[src/rtl/crossing_pkg.sv]
// Shared types and elaboration helpers for the crossing-register controllers.
package crossing_pkg;

  typedef enum logic [1:0] {
    ST_IDLE     = 2'd0,
    ST_LOAD     = 2'd1,
    ST_SETTLE   = 2'd2,
    ST_WAIT_ACK = 2'd3
  } state_e;

  // True when a timer of width tw can represent the value lim.
  function automatic bit timerw_ok(input int unsigned tw, input int unsigned lim);
    if (tw >= 32) return 1'b1;
    return ((64'd1 << tw) > 64'(lim));
  endfunction

endpackage

[src/rtl/crossing_ctrl_timer.sv]
// Saturating up-counter with synchronous clear and a sticky limit flag.
// The flag only returns to 0 on reset; clearing the count leaves it alone.
module crossing_ctrl_timer #(
  parameter int unsigned LIMIT = 1024,
  parameter int unsigned TW    = 11
) (
  input  logic CLK,
  input  logic RST,
  input  logic i_clr,
  input  logic i_inc,
  output logic o_flag
);

  localparam logic [TW-1:0] LIMIT_W  = TW'(LIMIT);
  localparam logic [TW-1:0] LIMIT_M1 = TW'(LIMIT - 1);

  logic [TW-1:0] r_count;

  // Count up to LIMIT and hold; the flag rises together with the count reaching LIMIT.
  always_ff @(posedge CLK) begin
    if (RST) begin
      r_count <= '0;
      o_flag  <= 1'b0;
    end else if (i_clr) begin
      r_count <= '0;
    end else if (i_inc && (r_count != LIMIT_W)) begin
      r_count <= r_count + 1'b1;
      if (r_count == LIMIT_M1) o_flag <= 1'b1;
    end
  end

endmodule

[src/rtl/crossing_reg_ctrl.sv]
// Source-side sequencer for a no-reset crossing register.
// Loads the register, lets it settle, flips REQ_TOG, then waits for the
// matching ACK_TOG. Enqueues during a transfer coalesce into one shadow slot.
//
// state     | meaning
// ----------+---------------------------------------------------------
// IDLE      | nothing in flight, shadow empty
// LOAD      | REG_EN high, crossing register captures REG_D
// SETTLE    | holding REG_D stable before the request toggle flips
// WAIT_ACK  | request outstanding, waiting for ACK_TOG == REQ_TOG
module crossing_reg_ctrl
  import crossing_pkg::*;
#(
  parameter int unsigned width      = 1,
  parameter int unsigned holdCycles = 2,
  parameter int unsigned timeout    = 1024,
  parameter int unsigned timerw     = 11
) (
  input  logic             CLK,
  input  logic             RST,
  input  logic             ENQ_VALID,
  input  logic [width-1:0] ENQ_DATA,
  output logic             REG_EN,
  output logic [width-1:0] REG_D,
  output logic             REQ_TOG,
  input  logic             ACK_TOG,
  output logic             BUSY,
  output logic             OVERWRITE,
  output logic             TIMEOUT
);

  localparam int unsigned CNTW = $clog2(holdCycles + 1);

  if (holdCycles < 1) begin : g_bad_hold
    $error("crossing_reg_ctrl: holdCycles must be at least 1");
  end
  if (timeout < 1) begin : g_bad_timeout
    $error("crossing_reg_ctrl: timeout must be at least 1");
  end
  if (!timerw_ok(timerw, timeout)) begin : g_bad_timerw
    $error("crossing_reg_ctrl: timerw too narrow for timeout");
  end

  state_e            r_state;
  logic [CNTW-1:0]   r_cnt;
  logic [width-1:0]  r_shadow;
  logic              r_shadow_vld;

  logic w_ack;
  logic w_settle_done;
  logic w_capture;
  logic w_tmr_clr;
  logic w_tmr_inc;

  // Ack is only meaningful in WAIT_ACK; elsewhere the toggles match trivially.
  assign w_ack         = (ACK_TOG == REQ_TOG);
  assign w_settle_done = (r_state == ST_SETTLE) && (r_cnt == CNTW'(1));
  assign w_capture     = ENQ_VALID && (r_state != ST_IDLE) &&
                         !((r_state == ST_WAIT_ACK) && w_ack);
  assign w_tmr_clr     = w_settle_done;
  assign w_tmr_inc     = (r_state == ST_WAIT_ACK);

  // Transfer sequencing FSM with registered outputs and shadow slot.
  always_ff @(posedge CLK) begin
    if (RST) begin
      r_state      <= ST_IDLE;
      r_cnt        <= '0;
      r_shadow     <= '0;
      r_shadow_vld <= 1'b0;
      REG_EN       <= 1'b0;
      REG_D        <= '0;
      REQ_TOG      <= 1'b0;
      BUSY         <= 1'b0;
      OVERWRITE    <= 1'b0;
    end else begin
      REG_EN    <= 1'b0;
      OVERWRITE <= 1'b0;

      // Mid-transfer enqueue: newest value wins, report a discarded one.
      if (w_capture) begin
        r_shadow     <= ENQ_DATA;
        r_shadow_vld <= 1'b1;
        OVERWRITE    <= r_shadow_vld;
      end

      case (r_state)
        ST_IDLE: begin
          if (ENQ_VALID) begin
            REG_D   <= ENQ_DATA;
            REG_EN  <= 1'b1;
            BUSY    <= 1'b1;
            r_state <= ST_LOAD;
          end
        end
        ST_LOAD: begin
          r_cnt   <= CNTW'(holdCycles);
          r_state <= ST_SETTLE;
        end
        ST_SETTLE: begin
          r_cnt <= r_cnt - 1'b1;
          if (w_settle_done) begin
            REQ_TOG <= ~REQ_TOG;
            r_state <= ST_WAIT_ACK;
          end
        end
        ST_WAIT_ACK: begin
          if (w_ack) begin
            if (ENQ_VALID) begin
              REG_D        <= ENQ_DATA;
              REG_EN       <= 1'b1;
              r_shadow_vld <= 1'b0;
              OVERWRITE    <= r_shadow_vld;
              r_state      <= ST_LOAD;
            end else if (r_shadow_vld) begin
              REG_D        <= r_shadow;
              REG_EN       <= 1'b1;
              r_shadow_vld <= 1'b0;
              r_state      <= ST_LOAD;
            end else begin
              BUSY    <= 1'b0;
              r_state <= ST_IDLE;
            end
          end
        end
        default: r_state <= ST_IDLE;
      endcase
    end
  end

  crossing_ctrl_timer #(
    .LIMIT (timeout),
    .TW    (timerw)
  ) u_timer (
    .CLK    (CLK),
    .RST    (RST),
    .i_clr  (w_tmr_clr),
    .i_inc  (w_tmr_inc),
    .o_flag (TIMEOUT)
  );

endmodule

[config.mk]
export PLATFORM = sky130hd
export DESIGN_NAME = crossing_reg_ctrl
export DESIGN_NICKNAME = d
export VERILOG_FILES = /design/src/rtl/crossing_pkg.sv /design/src/rtl/crossing_ctrl_timer.sv /design/src/rtl/crossing_reg_ctrl.sv
export SDC_FILE = /design/constraint.sdc
export NUM_CORES = 1
export LEC_CHECK = 0
export CAP_MARGIN = 20
export CORE_ASPECT_RATIO = 1.1
export CORE_UTILIZATION = 35
export DETAILED_ROUTE_END_ITERATION = 7
export GPL_ROUTABILITY_DRIVEN = 0
export PLACE_DENSITY_LB_ADDON = 0.25
export SLEW_MARGIN = 40
export SYNTH_ARGS = -nofsm -noshare
export SYNTH_HDL_FRONTEND = slang
export SYNTH_SLANG_ARGS = --single-unit
[constraint.sdc]
create_clock -name CLK -period 1.4 [get_ports CLK]
set_input_delay 0.21 -clock CLK [delete_from_list [all_inputs] [get_ports CLK]]
set_output_delay 0.21 -clock CLK [all_outputs]
set_load 0.01 [all_outputs]
---- Word-level counts from Yosys, hierarchy flattened ----
Index checks and enable logic that the tools add are counted.
Widths: inputs -> output; s select.
operators by class
  add/subtract/negate cells ............... 2
  $mul .................................... 0
  div/mod/pow operators ................... 0
  magnitude comparators ................... 0
  equality and inequality tests ........... 13
  shift operators ......................... 0
  muxes and demuxes ....................... 31
  bitwise logic cells ..................... 2
  reductions and logical operators ........ 16
operators with widths
  kind                   number
  $mux 1                 23
  $add 11x1->11 const B  1
  $eq 11x10->1 const B   1
  $ne 11x11->1 const B   1
  $ne 2x2->1 const B     4
  $pmux 2 s4             1
  $mux 2                 3
  $pmux 1 s2             3
  $reduce_and 3->1       2
  $reduce_bool 2->1      3
  $logic_and 1x1->1      5
  $reduce_and 5->1       1
  $eq 2x1->1 const B     2
  $eq 2x2->1 const B     2
  $pmux 2 s2             1
  $reduce_and 4->1       1
  $ne 3x3->1 const B     1
  $logic_not 2->1        1
  $ne 2x1->1 const B     1
  $not 1->1              2
  $reduce_and 2->1       1
  $reduce_or 2->1        1
  $sub 2x1->2 const B    1
  $eq 1x1->1             1
  $logic_not 1->1        1
storage, ports and cells
  bits in registers ....................... 23
  latch bits .............................. 0
  RAM bits ................................ 0
  ROM bits ................................ 0
  input port bits ......................... 5
  output and inout port bits .............. 6
  logic and storage cells ................. 75
  memories ................................ 0

---- Depth between registers and ports, before layout ----
Gate-level depths: netlist of the first run.
  depth after elaboration ................. 9
  depth in mapped cells ................... 6
  gate-level depth less buffers ........... 6

---- Modules after synthesis ----
From an unflattened synthesis of the first run, not the netlist that was laid out.
second synthesis, totals
  cell total of the unflattened synthesis .. 143
  area total of the unflattened synthesis .. 1257.5 um^2
modules (own cells, without submodules)
  module               instances  cells an instance  area an instance (um^2)
  crossing_ctrl_timer  1          82                 688.2
  crossing_reg_ctrl    1          61                 569.3

---- Least setup slack after synthesis of the first run ----
Ideal clock, no wire load.
  path type ............................... register to register
  from .................................... reg r_state[1]
  to ...................................... reg BUSY
  arrival ................................. 1.383 ns
  data required time ...................... 1.283 ns
  path slack .............................. -0.100 ns
  stages on the path, launching flop included .. 7
  buffers on the path ..................... 0
  period minus slack after synthesis ...... 1.500 ns
  cell sequence ........................... dfxtp_1 -> inv_1 -> ha_1 -> nor2b_1 -> a211oi_2 -> nand2_1 -> a32o_1
on the way
  word-level cells in the longest chain between the ends .. 3
  elaborated cells on any way between the ends .. 9
  classes of those cells .................. eq/ne: 5; mux: 1; reduce/logical: 3
RTL lines
  item                                                              RTL line                  source
  start, declared                                                   crossing_reg_ctrl.sv:44   state_e r_state;
  start signal, assigned                                            crossing_reg_ctrl.sv:66   r_state <= ST_IDLE;
  start signal, assigned                                            crossing_reg_ctrl.sv:92   r_state <= ST_LOAD;
  start signal, assigned                                            crossing_reg_ctrl.sv:97   r_state <= ST_SETTLE;
  $eq 2x2->1 or $logic_not 2->1 (tied branches)                     crossing_reg_ctrl.sv:86   case (r_state)
  $ne 2x2->1 (no source line) or $reduce_bool 2->1 (tied branches)  --
  $reduce_and 5->1 (no source line)                                 --
  end signal, assigned                                              crossing_reg_ctrl.sv:73   BUSY <= 1'b0;
  end signal, assigned                                              crossing_reg_ctrl.sv:91   BUSY <= 1'b1;
  end signal, assigned                                              crossing_reg_ctrl.sv:120  BUSY <= 1'b0;
  end, declared                                                     crossing_reg_ctrl.sv:27   output logic BUSY,
Parallel ways exist; a longest one is shown, timed or not.
A chain may end at the register's enable or synchronous reset.

---- Final worst setup path of the first run ----
  from .................................... reg r_state[1]
  to ...................................... reg r_state[0]
on the way
  word-level cells in the longest chain between the ends .. 4
  elaborated cells on any way between the ends .. 10
  classes of those cells .................. eq/ne: 6; mux: 1; reduce/logical: 3
RTL lines
  item                               RTL line                                          source
  $eq 2x2->1                         crossing_reg_ctrl.sv:57, crossing_reg_ctrl.sv:86
  $logic_and 1x1->1                  crossing_reg_ctrl.sv:57                           assign w_settle_done = (r_state == ST_SETTLE) && (r_cnt == CNTW'(1));
  $ne 2x1->1 (no source line)        --
  $reduce_and 3->1 (no source line)  --
Parallel ways exist; a longest one is shown, timed or not.

==> results.ini, run 1 <==
[outcome]
status = complete, but fails checks
violations = setup timing

[setup_path]
worstReg2RegStart = r_state[1]$_SDFFE_PP0P_
cp.required_ns = 1.61
crit_arrival_ns = 1.67
worst_r2r_endpoint = r_state[0]$_SDFFE_PP0P_
start_kind = flop
ff2ff_setup_slack_ns = -0.06
end_kind = flop
r2r_cells = 7
crit_fanout = 3
crit_type = flop to flop

[final_layout]
layout-drive-gt1-share = 0.380
multi_input_area_sq_um = 756
num-fill-cells = 292
area_growth_pct = 42.7
seqCellArea_sq_um = 469
nets = 175
final_area_sq_mm = 0.00166
antenna_cells = 0
final_core_util = 0.534

[synthesis]
async_flop_share = 0
ys_types = 36
synth_warnings = 0
postSynthAreaPerCell_sq_um = 9.13
netlist_area_sq_mm = 0.00116
synth-seq-cells = 23
syn_nets = 138
ys_seq_area_frac = 0.397
synthCells = 127
synth_edf_count = 0
synth_top_flop_cell = dfxtp_1

[placement]
dpl.hpwl_microns = 1990
portBuffers = 10
placed_area_sq_mm = 0.00149
dp_slack_ns = -0.251

[floorplan]
die_y_microns = 62.4
rows = 21
core_sq_mm = 0.00310
ioPinCount = 11
dieArea_sq_mm = 0.00355
dieWidth_microns = 56.9
initial_core_util = 0.374

[cts]
cts_root_buf = clkbuf_4
clkTransAtPathRegs_ns = 0.13
numCtsBuffers = 3
htree_levels = 1
cts_tree = done
clockBufferDepth = 2
cts_sinks = 23
insertion_delay_ns = 0.31

[sta]
fmax_mhz = 685
max_slew_margin = 0.732
period_needed_ns = 1.46
finClkSkew_ns = 0.00250
rsz0062_at_grt = yes
finalHoldViolCount = 0
tightest_slew_ns = 0.402
period_share = 1.04
finalSetupViolations = 4
drv_slew = 0
layout_setup_ws_ns = -0.0607

[routing]
drtPass1Iterations = 3
drtIter0Drc = 22
drc_errors = 0
wl_per_cell_microns = 13.1
routed_wl_microns = 2570
ant_nets = 0
routed_via_density = 5.06
dr_total_vias = 996

[power_and_ir_drop]
p_clk_frac = 0.128
intPower_mw = 1.58
power.leakage_nw = 0.726
p_seq_frac = 0.348
pwr-share-comb = 0.524
powerDensity_mw_per_mm2 = 1480
p_total_mw = 2.45
ir_drop_uv = 1170
p_switching_mw = 0.869
swShare = 0.354

[grt]
use_met3 = 0.0248
grt_pass1_vias = 1022
grt_overflow = 0
busiest_layer = met2
antenna_found_initial = 0
grt_pass1_wl_microns = 4400
use_met1 = 0.185
grt_max_degree = 14
use_met2 = 0.278
grt.total_usage = 0.158

[job]
drv_cap = 0

[min_path]
hold_depth = 2
holdCritStartpoint = r_cnt[1]$_SDFFE_PP0P_
hold_path_class = flop to flop
min_to = r_cnt[1]$_SDFFE_PP0P_

## critical path: stages, from the launching register on
cell	delay, ns
dfxtp_4	0.40
buf_6	0.12
inv_4	0.03
ha_4	0.14
nor2b_4	0.14
a221oi_4	0.25
o2111a_1	0.24
a211oi_2	0.04
## flip-flops by register name, summed over array words and instances (netlist names)
| register | count |
|---|---|
| r_shadow_vld | 1 |
| OVERWRITE | 1 |
| REQ_TOG | 1 |
| REG_EN | 1 |
| u_timer.r_count | 11 |
| REG_D | 1 |
| r_state | 2 |
| r_shadow | 1 |
| r_cnt | 2 |
| u_timer.o_flag | 1 |
| BUSY | 1 |
## cells in the mapped netlist, types with 2 or more instances
master	count	share of area
buf_2	2	0.0086
a311oi_1	2	0.015
a211oi_2	2	0.022
o2111a_1	2	0.019
nor3b_1	2	0.013
nor2_1	21	0.068
a211oi_1	2	0.013
clkbuf_1	2	0.0065
xnor2_1	5	0.038
a21oi_1	3	0.013
ha_1	6	0.065
xor2_1	4	0.030
dfxtp_1	23	0.40
nor3_1	3	0.013
inv_1	13	0.042
nand2_1	9	0.029
and3_1	2	0.011
mux2i_1	3	0.026
nand4_1	4	0.022
## worst max path at each step
stage | from | end | slack [ns] | cells past startpoint
2_1_floorplan | r_state[1]$_SDFFE_PP0P_ | r_state[0]$_SDFFE_PP0P_ | 0.005 | 6
3_3_place_gp | ACK_TOG | r_state[0]$_SDFFE_PP0P_ | -0.19 | 5
3_5_place_dp | ACK_TOG | r_state[0]$_SDFFE_PP0P_ | -0.25 | 5
4_1_cts | r_state[0]$_SDFFE_PP0P_ | BUSY$_SDFFE_PP0P_ | -0.07 | 6
5_1_grt | r_state[1]$_SDFFE_PP0P_ | r_state[0]$_SDFFE_PP0P_ | -0.12 | 7
6_report | r_state[1]$_SDFFE_PP0P_ | r_state[0]$_SDFFE_PP0P_ | -0.06 | 7
## stage by stage
stage	TNS (ns)	hold WS [ns]	std cells
floorplan	0	0.357	127
global placement	-0.973	0.463	192
detailed placement	-1.35	0.481	192
CTS	-0.214	0.509	196
global route	-0.453	0.515	197
finish	-0.137	0.507	197
## cell usage in the layout (no fill, tap or decap), types with 2 or more instances in the layout
| cell | n |
|---|---|
| buf_4 | 23 |
| nor2_1 | 19 |
| dfxtp_1 | 18 |
| inv_1 | 8 |
| nand2_1 | 7 |
| xnor2_1 | 5 |
| dfxtp_2 | 4 |
| nand4_1 | 4 |
| xor2_1 | 4 |
| ha_4 | 4 |
| clkdlybuf4s50_1 | 4 |
| dlygate4sd2_1 | 4 |
| inv_2 | 3 |
| a21oi_1 | 3 |
| mux2i_1 | 3 |
| nor3_1 | 3 |
| clkbuf_4 | 3 |
| buf_6 | 3 |
| inv_4 | 2 |
| nand2_4 | 2 |
| and3_1 | 2 |
| a311oi_1 | 2 |
| a211oi_1 | 2 |
| nor2_2 | 2 |
| o2111a_1 | 2 |
| nor3b_2 | 2 |
| ha_1 | 2 |
| dlymetal6s2s_1 | 2 |
## repair_timing
item,4_1_cts,5_1_grt
setup buffers,0,1
setup endpoints to repair,21,21
hold buffers,0,0
pin swaps,4,10
resized for setup,16,23
gates cloned,0,0
## cells by family (layout without fill, tap and decap cells)
| group | count (synthesis) | after routing | synth area share |
|---|---|---|---|
| compound gates | 21 | 21 | 0.166 |
| xor+xnor | 10 | 10 | 0.0820 |
| fa+ha+maj | 6 | 6 | 0.0647 |
| buf+inv | 17 | 53 | 0.0572 |
| flops | 23 | 23 | 0.397 |
| mux | 4 | 4 | 0.0356 |
| simple gates | 46 | 46 | 0.197 |
## area by class of cell
class,count,share of cell area
Clock inverter,1,0.00302
Timing Repair Buffer,36,0.185
Clock buffer,3,0.0136
Inverter,13,0.0325
Multi-Input combinational cell,87,0.457
Tap cell,34,0.0257
Sequential cell,23,0.283
## power by group through the flow
stage	sequential [mW]	combinational (mW)	clock, mW
after floorplan	0.853	0.589	0
after global placement	0.831	1.05	0
after detailed placement	0.835	1.09	0
after CTS	0.827	1.17	0.328
after global routing	0.862	1.38	0.364
final	0.854	1.29	0.315
## per-layer routing
layer	routed length (microns)	share of wire
met1	1150	0.44
met2	1370	0.53
met3	31	0.012
met4	29	0.011
met5	0	0
Power figures use the tool's default switching activity.
==> run 2: changes to the inputs <==
CORE_MARGIN = 2   (was not set)
==> run 2 against run 1 <==
Against the previous run:
- the run still ends with setup timing left
- worst setup slack gained 0.017 ns
- utilization shrank 1.4 points
- critical path depth shrank 2
- largest cell class unchanged
- fmax grew 1.2%
- sequential share of layout area grew 0.75 points
- via count grew 1.0%
==> results.ini, run 2 (synthesis gave the netlist of run 1 again) <==
[power_and_ir_drop]
power.leakage_nw = 0.691
powerDensity_mw_per_mm2 = 1480
ir_drop_uv = 952

[setup_path]
crit_path_end = r_state[0]$_SDFFE_PP0P_
end_kind = flop
r2r_cells = 5
crit_type = flop to flop
crit_arrival_ns = 1.65
worstReg2RegStart = r_state[1]$_SDFFE_PP0P_
worst_r2r_endpoint = r_state[0]$_SDFFE_PP0P_
ff2ff_setup_slack_ns = -0.04
startpoint = r_state[1]$_SDFFE_PP0P_
cp.required_ns = 1.60
crit_fanout = 5
start_kind = flop

[min_path]
hold_path_class = flop to flop

[cts]
cts_sinks = 23
cts_root_buf = clkbuf_4
cts_tree = done
insertion_delay_ns = 0.31
clkTransAtPathRegs_ns = 0.13
numCtsBuffers = 3
clockBufferDepth = 2
htree_levels = 1
postCtsHoldBufs = 0

[placement]
portBuffers = 10
dpl.hpwl_microns = 1880
dp_cells = 191

[floorplan]
core_sq_mm = 0.00310
dieWidth_microns = 58.9
initial_core_util = 0.374
ioPinCount = 11
rows = 21
die_y_microns = 64.4
dieArea_sq_mm = 0.00379

[sta]
fmax_mhz = 693
period_needed_ns = 1.44
finClkSkew_ns = 0.00919
whs_ns = 0.510
finalSetupViolations = 3
max_slew_margin = 0.728
drv_slew = 0
rsz0062_at_grt = yes
finalHoldViolCount = 0
tightest_slew_ns = 0.407
period_share = 1.03
layout_setup_ws_ns = -0.0434

[final_layout]
largest_reg_flops = 11
antenna_cells = 0
layout-drive-gt1-share = 0.374
num-fill-cells = 294
mostFrequentLayoutCell = buf_4
area_growth_pct = 39.1
final_cell_mix = 24 x buf_4, 20 x nor2_1, 18 x dfxtp_1, 8 x inv_1, 7 x nand2_1
reg.largest.list = u_timer.r_count: 11 flops, r_cnt: 2 flops, r_state: 2 flops
regMostFlops = u_timer.r_count
final_cells = 197
nets = 175

[routing]
routed_wl_microns = 2440
drtIter0Drc = 28
ant_nets = 0
wl_per_cell_microns = 12.4
routed_via_density = 5.11
drc_errors = 0
dr_total_vias = 1006
drtPass1Iterations = 4

[outcome]
status = complete, but fails checks
violations = setup timing

[grt]
grt_overflow = 0
antenna_found_initial = 0
grt_pass1_wl_microns = 4270
grt_pass1_vias = 1036
grt_max_degree = 14
grt.total_usage = 0.143

[job]
drv_cap = 0

[run 2: per-stage QoR]
stage | worst slack (ns) | power (mW) | area (sq um) | setup TNS, ns | util
6_report | -0.0434 | 2.38 | 1610 | -0.0740 | 0.520
5_1_grt | -0.121 | 2.56 | 1610 | -0.401 | 0.520
4_1_cts | -0.0792 | 2.29 | 1540 | -0.182 | 0.496
3_5_place_dp | -0.239 | 1.92 | 1480 | -1.41 | 0.478
3_3_place_gp | -0.196 | 1.88 | 1480 | -1.11 | 0.478
2_1_floorplan | 0.00543 | 1.44 | 1180 | 0 | -
[run 2: repair_timing]
| action | in CTS | in global routing |
|---|---|---|
| gates resized for setup | 15 | 18 |
| setup buffers | 0 | 2 |
| pin swaps | 7 | 12 |
| gates cloned | 0 | 0 |
| endpoints found under the setup margin | 21 | 19 |
[run 2: area by class of cell]
type / count / area [sq um] / area share
Inverter: 13 / 53.8 / 0.0334
Clock inverter: 1 / 5.00 / 0.00310
Multi-Input combinational cell: 87 / 721 / 0.447
Sequential cell: 23 / 469 / 0.291
Timing Repair Buffer: 36 / 299 / 0.185
Tap cell: 34 / 42.5 / 0.0264
Clock buffer: 3 / 22.5 / 0.0140
[run 2: layer usage]
metal	part of all wire	routed length, microns	global-route usage	up-vias
met5	0	0	0	-
met3	0.021	50	0.0243	4
met4	0.0094	23	0.0511	0
met2	0.55	1340	0.264	7
met1	0.42	1030	0.159	486
li1	-	-	-	509
[run 2: worst min path at each step]
stage | from | slack [ns] | cells after the start | end
finish | u_timer.o_flag$_SDFFE_PP0P_ | 0.51 | 1 | u_timer.o_flag$_SDFFE_PP0P_
global placement | r_cnt[1]$_SDFFE_PP0P_ | 0.46 | 2 | r_cnt[1]$_SDFFE_PP0P_
detailed placement | u_timer.o_flag$_SDFFE_PP0P_ | 0.49 | 1 | u_timer.o_flag$_SDFFE_PP0P_
floorplan | ENQ_DATA | 0.36 | 2 | r_shadow$_SDFFE_PP0P_
global route | u_timer.r_count[0]$_SDFFE_PP0P_ | 0.56 | 2 | u_timer.r_count[0]$_SDFFE_PP0P_
CTS | u_timer.o_flag$_SDFFE_PP0P_ | 0.51 | 1 | u_timer.o_flag$_SDFFE_PP0P_
[run 2: report_power, final]
part           internal, mW  switching (mW)
sequential            0.767          0.0730
combinational         0.687           0.551
clock                 0.107           0.196
total                  1.56           0.820
[run 2: critical path, cell delays in order, from the launching register on]
cell	delay, ns
dfxtp_4	0.38
ha_2	0.21
buf_4	0.17
a221oi_4	0.28
o2111a_1	0.25
a211oi_2	0.04
==> RTL change: new RTL, settings of run 2 <==
Change the parameter `holdCycles` from 2 to 1.
--- a/src/rtl/crossing_reg_ctrl.sv
+++ b/src/rtl/crossing_reg_ctrl.sv
@@ -12,7 +12,7 @@
   import crossing_pkg::*;
 #(
   parameter int unsigned width      = 1,
-  parameter int unsigned holdCycles = 2,
+  parameter int unsigned holdCycles = 1,
   parameter int unsigned timeout    = 1024,
   parameter int unsigned timerw     = 11
 ) (
Function: changed (a bounded check fails within 4 cycles, from zero or initial values and one cycle with RST high).
==> RTL change against run 2 <==
- the flow still finishes with violations (setup timing)
- fmax decreased by 3.1%
- routed wire length increased by 2.5%
- sequential cell count decreased by 1
- power increased by 5.5%
- global-route usage increased by 0.79 points
- synthesized area decreased by 5.6%
- design area increased by 1.6%
- sequential power increased by 1%
- count of clock-buffer cells in the layout unchanged
- core utilization increased by 2.2 points
- setup slack got worse by 0.046 ns
==> RTL change: results (changes against run 2) <==
The sequential area share after synthesis came out at 40.2% (was 39.7%). The number of distinct standard cells referenced by the synthesized netlist came out at 40 (was 36). The via count of the first global-routing pass is 1009 (was 1036). The arrival time reported for the critical path endpoint came to 1.67 ns (was 1.65 ns). The register clock-pin slew on the reported worst setup and hold paths is 0.11 ns (was 0.13 ns).

The global routing met3 resource utilization is 2.07% (was 2.43%). The worst path setup slack after routing came out at -0.0899 ns (was -0.0434 ns). The number of standard cells after synthesis came out at 121 (was 127). Violations in the final reports: setup timing (unchanged). At the later pin of the worst-skew pair, clock insertion delay measures 0.30 ns. The total nets after synthesis came to 131 (was 138). The post-detailed-placement half-perimeter wirelength came out at 1740 um (was 1880 um). The number of warning messages in the yosys log came out at 0 (unchanged).

The total of endpoints with negative setup slack in the final report is 5 (was 3). The filler cell count came out at 269 (was 294). Run status: complete, but fails checks (unchanged). The maximum clock skew at final layout came out at 0.00473 ns (was 0.00919 ns).

The pin count of the biggest net entering global routing is 12 (was 14). The starting DRC count in detailed routing is 29 (was 28). The startpoint of the lowest-slack register-to-register path is r_state[0]$_SDFFE_PP0P_ (was r_state[1]$_SDFFE_PP0P_). The post-route worst hold slack came out at 0.492 ns (was 0.510 ns).

The maximum resistive drop on vdd is 1510 uV (was 952 uV). The maximum net fanout on the critical path was 4 (was 5). The routed length on met1 came to 1060 um (was 1030 um). The setup TNS came out at -0.245 ns (was -0.0740 ns). The worst relative slew slack is 72.9% (was 72.8%). The met1 layer usage reported by global route is 17.2% (was 15.9%). The layout-stage area growth over the synthesis result is 49.7% (was 39.1%). The minimum setup slack after placement came out at -0.340 ns (was -0.239 ns).

The number of standard cells in the layout, taps in and fillers out was 190 (was 197). Largest cells by area after synthesis: sky130_fd_sc_hd__dfxtp_1 (40%), sky130_fd_sc_hd__ha_1 (5.7%), sky130_fd_sc_hd__nor2_1 (4.8%), sky130_fd_sc_hd__o21ai_0 (4.1%), sky130_fd_sc_hd__xnor2_1 (4.0%) (was sky130_fd_sc_hd__dfxtp_1 (40%), sky130_fd_sc_hd__nor2_1 (6.8%), sky130_fd_sc_hd__ha_1 (6.5%), sky130_fd_sc_hd__inv_1 (4.2%), sky130_fd_sc_hd__xnor2_1 (3.8%)). The global-route usage over all layers came out at 15.1% (was 14.3%). The number of nets in the finished design came out at 168 (was 175). Biggest regs: u_timer.r_count: 11 flops, r_state: 2 flops (was u_timer.r_count: 11 flops, r_cnt: 2 flops, r_state: 2 flops). The total length of routed met2 wires is 1370 um (was 1340 um). The met2 routing resource usage after global routing was 27.6% (was 26.4%). The average wire per standard cell is 13.2 um (was 12.4 um). The slowest stage cell on the critical path is sky130_fd_sc_hd__dfxtp_4 (unchanged). The layout cell share with drive strength beyond 1 is 37.8% (was 37.4%).

The count of cells along the worst register-to-register path came out at 6 (was 5). The cell count after placement is 178 (was 191).
-- RTL change: cells by family (layout without fill, tap and decap cells) --
kind of cell / after synthesis / in the layout / share of synthesized area, %
AND/OR/NAND/NOR: 45 / 45 / 22.2
adder cells (fa/ha/maj): 5 / 5 / 5.71
buffers and inverters: 14 / 49 / 6.51
AO/OA/AOI/OAI: 24 / 24 / 15.7
XOR/XNOR: 9 / 9 / 7.89
flip-flops: 22 / 22 / 40.2
multiplexers: 2 / 2 / 1.83
-- RTL change: repair_timing --
action / CTS / global route
endpoints found under the setup margin: 19 / 14
gates resized for setup: 14 / 24
setup buffers: 6 / 3
pin swaps: 8 / 8
-- RTL change: area by class of cell --
class	instances	share of cell area, %
Multi-Input combinational cell	85	46.6
Sequential cell	22	27.4
Timing Repair Buffer	36	19.4
Inverter	10	2.60
Tap cell	34	2.60
Clock buffer	3	1.37
-- RTL change: power breakdown --
group          internal, uW  total, uW  switching, uW
Clock                   100        275            174
Sequential              743        850            107
Combinational           805       1390            582
